### src/rtl/seq_pkg.sv
// Shared encodings and the default code table for the programmable sequence counter.
package seq_pkg;

    typedef enum logic {
        ST_RUN  = 1'b0,
        ST_HALT = 1'b1
    } state_t;

    localparam logic DIR_FWD      = 1'b0;
    localparam logic DIR_REV      = 1'b1;
    localparam logic MODE_WRAP    = 1'b0;
    localparam logic MODE_ONESHOT = 1'b1;

    // Standard 8-step arbitrary sequence; entries beyond it default to zero.
    function automatic logic [3:0] default_code(input int unsigned i);
        case (i)
            0:       return 4'b0000;
            1:       return 4'b1101;
            2:       return 4'b1011;
            3:       return 4'b1001;
            4:       return 4'b0110;
            5:       return 4'b1100;
            6:       return 4'b0011;
            7:       return 4'b1111;
            default: return 4'b0000;
        endcase
    endfunction

endpackage

### src/rtl/seq_table.sv
// DEPTH x WIDTH code table: synchronous write, asynchronous read, clr restores defaults.
module seq_table
    import seq_pkg::*;
#(
    parameter int WIDTH = 4,
    parameter int DEPTH = 8,
    parameter int AW    = $clog2(DEPTH)
) (
    input  logic             clk,
    input  logic             clr,
    input  logic             wr_en,
    input  logic [AW-1:0]    wr_addr,
    input  logic [WIDTH-1:0] wr_data,
    input  logic [AW-1:0]    rd_addr,
    output logic [WIDTH-1:0] rd_data
);

    logic [WIDTH-1:0] mem [DEPTH];

    // A clear in the same cycle as a write drops the write.
    always_ff @(posedge clk) begin
        if (clr) begin
            for (int i = 0; i < DEPTH; i++) begin
                mem[i] <= WIDTH'(default_code(i));
            end
        end else if (wr_en) begin
            mem[wr_addr] <= wr_data;
        end
    end

    assign rd_data = mem[rd_addr];

endmodule

### src/rtl/seq_counter_prog.sv
// Programmable sequence counter: steps an index through a loadable code table.
module seq_counter_prog
    import seq_pkg::*;
#(
    parameter int WIDTH = 4,
    parameter int DEPTH = 8,
    parameter int AW    = $clog2(DEPTH)
) (
    input  logic             clk,
    input  logic             clr,
    input  logic             en,
    input  logic             dir,
    input  logic             mode,
    input  logic [AW-1:0]    len_m1,
    input  logic             load,
    input  logic [AW-1:0]    load_idx,
    input  logic             wr_en,
    input  logic [AW-1:0]    wr_addr,
    input  logic [WIDTH-1:0] wr_data,
    output logic [WIDTH-1:0] q,
    output logic [AW-1:0]    idx,
    output logic             tc,
    output logic             done
);

    state_t           state, state_next;
    logic [AW-1:0]    idx_next;
    logic [WIDTH-1:0] rd_data;

    seq_table #(
        .WIDTH (WIDTH),
        .DEPTH (DEPTH),
        .AW    (AW)
    ) u_table (
        .clk     (clk),
        .clr     (clr),
        .wr_en   (wr_en),
        .wr_addr (wr_addr),
        .wr_data (wr_data),
        .rd_addr (idx_next),
        .rd_data (rd_data)
    );

    assign tc   = (dir == DIR_FWD) ? (idx >= len_m1) : (idx == '0);
    assign done = (state == ST_HALT);

    always_comb begin
        idx_next   = idx;
        state_next = state;
        if (load) begin
            idx_next   = (load_idx > len_m1) ? len_m1 : load_idx;
            state_next = ST_RUN;
        end else if (en && state == ST_RUN) begin
            if (!tc) begin
                idx_next = (dir == DIR_FWD) ? idx + 1'b1 : idx - 1'b1;
            end else if (mode == MODE_WRAP) begin
                idx_next = (dir == DIR_FWD) ? '0 : len_m1;
            end else begin
                state_next = ST_HALT;
            end
        end
    end

    // The table still holds pre-clear contents during clr, so q is forced to the default.
    always_ff @(posedge clk) begin
        if (clr) begin
            state <= ST_RUN;
            idx   <= '0;
            q     <= WIDTH'(default_code(0));
        end else begin
            state <= state_next;
            idx   <= idx_next;
            q     <= (wr_en && wr_addr == idx_next) ? wr_data : rd_data;
        end
    end

endmodule

### config.mk
export PLATFORM = sky130hd
export DESIGN_NAME = seq_counter_prog
export DESIGN_NICKNAME = d
export VERILOG_FILES = /design/src/rtl/seq_pkg.sv /design/src/rtl/seq_table.sv /design/src/rtl/seq_counter_prog.sv
export SDC_FILE = /design/constraint.sdc
export NUM_CORES = 1
export LEC_CHECK = 0
export ABC_AREA = 0
export BUFFER_PORTS_ARGS = -buffer_cell sky130_fd_sc_hd__buf_2
export CORE_ASPECT_RATIO = 2
export CORE_MARGIN = 3
export CORE_UTILIZATION = 62
export DETAILED_ROUTE_END_ITERATION = 8
export PLACE_DENSITY = 0.84
export SLEW_MARGIN = 20
export SYNTH_ARGS = -nofsm -noshare
export SYNTH_HDL_FRONTEND = slang
export SYNTH_SLANG_ARGS = --single-unit
### constraint.sdc
create_clock -name clk -period 7.55 [get_ports clk]
set_input_delay 0 -clock clk [delete_from_list [all_inputs] [get_ports clk]]
set_output_delay 0 -clock clk [all_outputs]
set_load 0.01 [all_outputs]
==> flow_metrics.tcl <==
set metrics [dict create \
    hold_depth 3 \
    grt_usage_pct 27.3 \
    cp_max_fo 18 \
    drtIter0Drc 34 \
    pwr_density_cell_mw_per_mm2 215 \
    crit_type "flop to flop" \
    ctsHoldBuffers 0 \
    fp-row-count 31 \
    drc_errors 0 \
    cts_buffer_depth 2 \
    wl_mm 5.83 \
    hold_viol 0 \
    synth_simple_gate_area_share_pct 19.2 \
    yosys.area.top_type "edfxtp_1" \
    start_util_pct 66.0 \
    syn_nets 255 \
    gp_congestion 0.890 \
    ys_types 55 \
    clk_pin_slew_ps 80 \
    synth-xor-area-share_pct 1.44 \
    num-nets-final 280 \
    cap_viol_max_count 0 \
    synth_edf_count 32 \
    syn_inst 228 \
    clock_sinks 40 \
    pin_count 29 \
    hpwl_mm 4.45 \
    synth.most_common_cell "edfxtp_1" \
    antenna_found_initial 0 \
    worst_clock_skew_ps 5.54 \
    ys.warnings.count 0 \
    synth_seq_cells 40 \
    synth.avg_cell_area_um2 10.7 \
    port_buffers 28 \
    grt_start_max_net_pins 19 \
    status "finished, final reports clean" \
    h-tree-depth 2 \
    muxShareOfSynthArea_pct 4.27 \
    diodes 0 \
    core_mm2 0.00368 \
    synth_compound_area_share_pct 19.7 \
    synth.area.top_cells "edfxtp_1 (40%), dfxtp_1 (6.6%), mux2_2 (3.2%), ha_1 (3.1%), o2111ai_1 (2.9%)" \
    period_needed_ps 3320 \
    synth_seq_area_share_pct 46.1 \
    vdd_drop_max_v 0.000210 \
    rr_worst_depth 9 \
    max_slew.worst_pin.slew_ps 671 \
    final_util_pct 72.7 \
    cts_inserted_buffers 5 \
    areaGrowthSynthToFinish_pct 10.1 \
    grt.overflow.total 0 \
    arrival_ps 3520 \
    grt_pass1_vias 1900 \
    async_flop_share_pct 0 \
    yosysTopAreaCellShare_pct 39.5 \
    tritoncts "done" \
    firstDrtPassIters 4 \
    p_leak_nw 0.998 \
    postCtsSetupBuffers 0 \
    synthTopCellsByCount "edfxtp_1 (32), inv_1 (17), nor2_1 (14)" \
    placed_cells 295 \
    die_h_um 94.6 \
    slew_headroom_pct 55.3 \
    max_freq_ghz 0.301 \
    cts-root-buf "clkbuf_8" \
    crit_required_ps 7740 \
    synth-adder-area-share_pct 3.91 \
    die-area_mm2 0.00475 \
    ant_nets 0 \
    p_total_mw 0.576 \
    grt_pass1_wl_mm 9.44 \
    period_share_pct 44.0 \
    num_vias 1874 \
    drive_above_1_share_pct 25.6 \
    instances_no_fill 303 \
    avgRoutedWirePerCell_um 19.3 \
    vias_per_cell 6.18 \
    die_x_um 50.3 \
    hold_path.class "primary input to flop" \
    rsz0062_at_grt "false" \
    syn_area_mm2 0.00243 \
    ys.flop_type "edfxtp_1" \
    clock_latency_ps 290 \
    synth_top_family_by_area "compound AO/OA/AOI/OAI gates" \
    worstSetupEndpointType "flop" \
    cp-start-kind "flop" \
    ctsResizeCount 0 \
    setup_viol 0 \
    slew_viol_final 0 \
    setup_tns_ps 0 \
]
## routing by layer
layer  GRT usage [%]  part of all wire [%]  wire length, um  vias to the layer above
li1                -                     -                -                      921
met1            26.5                    35             2040                      885
met2            53.1                    58             3380                       55
met3            3.79                   3.5              203                       13
met4            14.5                   3.6              211                        0
met5               0                     0                0                        -
## worst max-delay path: stages, from the launching register on
cell and delay, ps:
dfxtp_1 450, inv_1 120, ha_1 290, nor2b_1 50, o21a_1 230, o21ai_1 500
o211a_1 690, xnor2_1 260, a211o_1 350, a311oi_1 270
## cells by family after synthesis
| group | after synthesis |
|---|---|
| adder cells (fa/ha/maj) | 7 |
| XOR/XNOR | 4 |
| AND/OR/NAND/NOR | 84 |
| multiplexers | 9 |
| buffers and inverters | 27 |
| AO/OA/AOI/OAI | 57 |
| flip-flops | 40 |
## power by group
part	total (mW)	switching, mW	internal [mW]
registers	0.264	0.00881	0.255
clock network	0.172	0.0747	0.0977
logic	0.139	0.0855	0.0540
## sequential cells by signal, summed over array words and instances (netlist names)
register / flops
u_table.mem: 32
q: 4
idx: 3
done: 1
## placed cells by master, fill, tap and decap left out, types with 3 or more instances in the layout
| master | synthesis | routed |
|---|---|---|
| clkbuf_8 | 0 | 5 |
| o2111ai_1 | 8 | 8 |
| nor2_1 | 14 | 14 |
| nand3_1 | 3 | 3 |
| buf_2 | 2 | 28 |
| dfxtp_1 | 8 | 8 |
| o211ai_1 | 9 | 9 |
| inv_1 | 17 | 17 |
| or3_1 | 5 | 5 |
| nand2b_1 | 10 | 10 |
| a2111oi_0 | 4 | 4 |
| or2_2 | 10 | 10 |
| a21oi_1 | 6 | 6 |
| nand2_1 | 12 | 12 |
| and2_1 | 9 | 9 |
| nor3_1 | 6 | 6 |
| o221ai_1 | 4 | 4 |
| xnor2_1 | 3 | 3 |
| o221ai_2 | 4 | 4 |
| a311oi_1 | 4 | 4 |
| ha_1 | 6 | 6 |
| edfxtp_1 | 32 | 32 |
| mux2_2 | 7 | 7 |
## cell type report
class,instances,area [um2]
inverter,17,63.8
sequential,40,1120
multi-input combinational,161,1180
clock buffer,5,68.8
clock inverter,3,42.5
fill,291,1010
timing repair buffer,28,140
tap,49,61.3
## final timing paths
path | start | endpoint | slack, ps
min reg2reg | done$_SDFFE_PP0P_ | done$_SDFFE_PP0P_ | 540
min | en | done$_SDFFE_PP0P_ | 20
max | idx[0]$_SDFF_PP0_ | q[1]$_SDFF_PP0_ | 4230
max reg2reg | idx[0]$_SDFF_PP0_ | q[1]$_SDFF_PP0_ | 4230
## per-stage QoR
step	instance area [um2]	hold slack, ps	setup slack [ps]
after floorplan	2430	178	4900
after global placement	2570	320	4490
after detailed placement	2570	323	4320
after CTS	2680	23.7	4260
after global routing	2680	34.5	3870
final	2680	19.3	4230
Power figures use the tool's default switching activity.
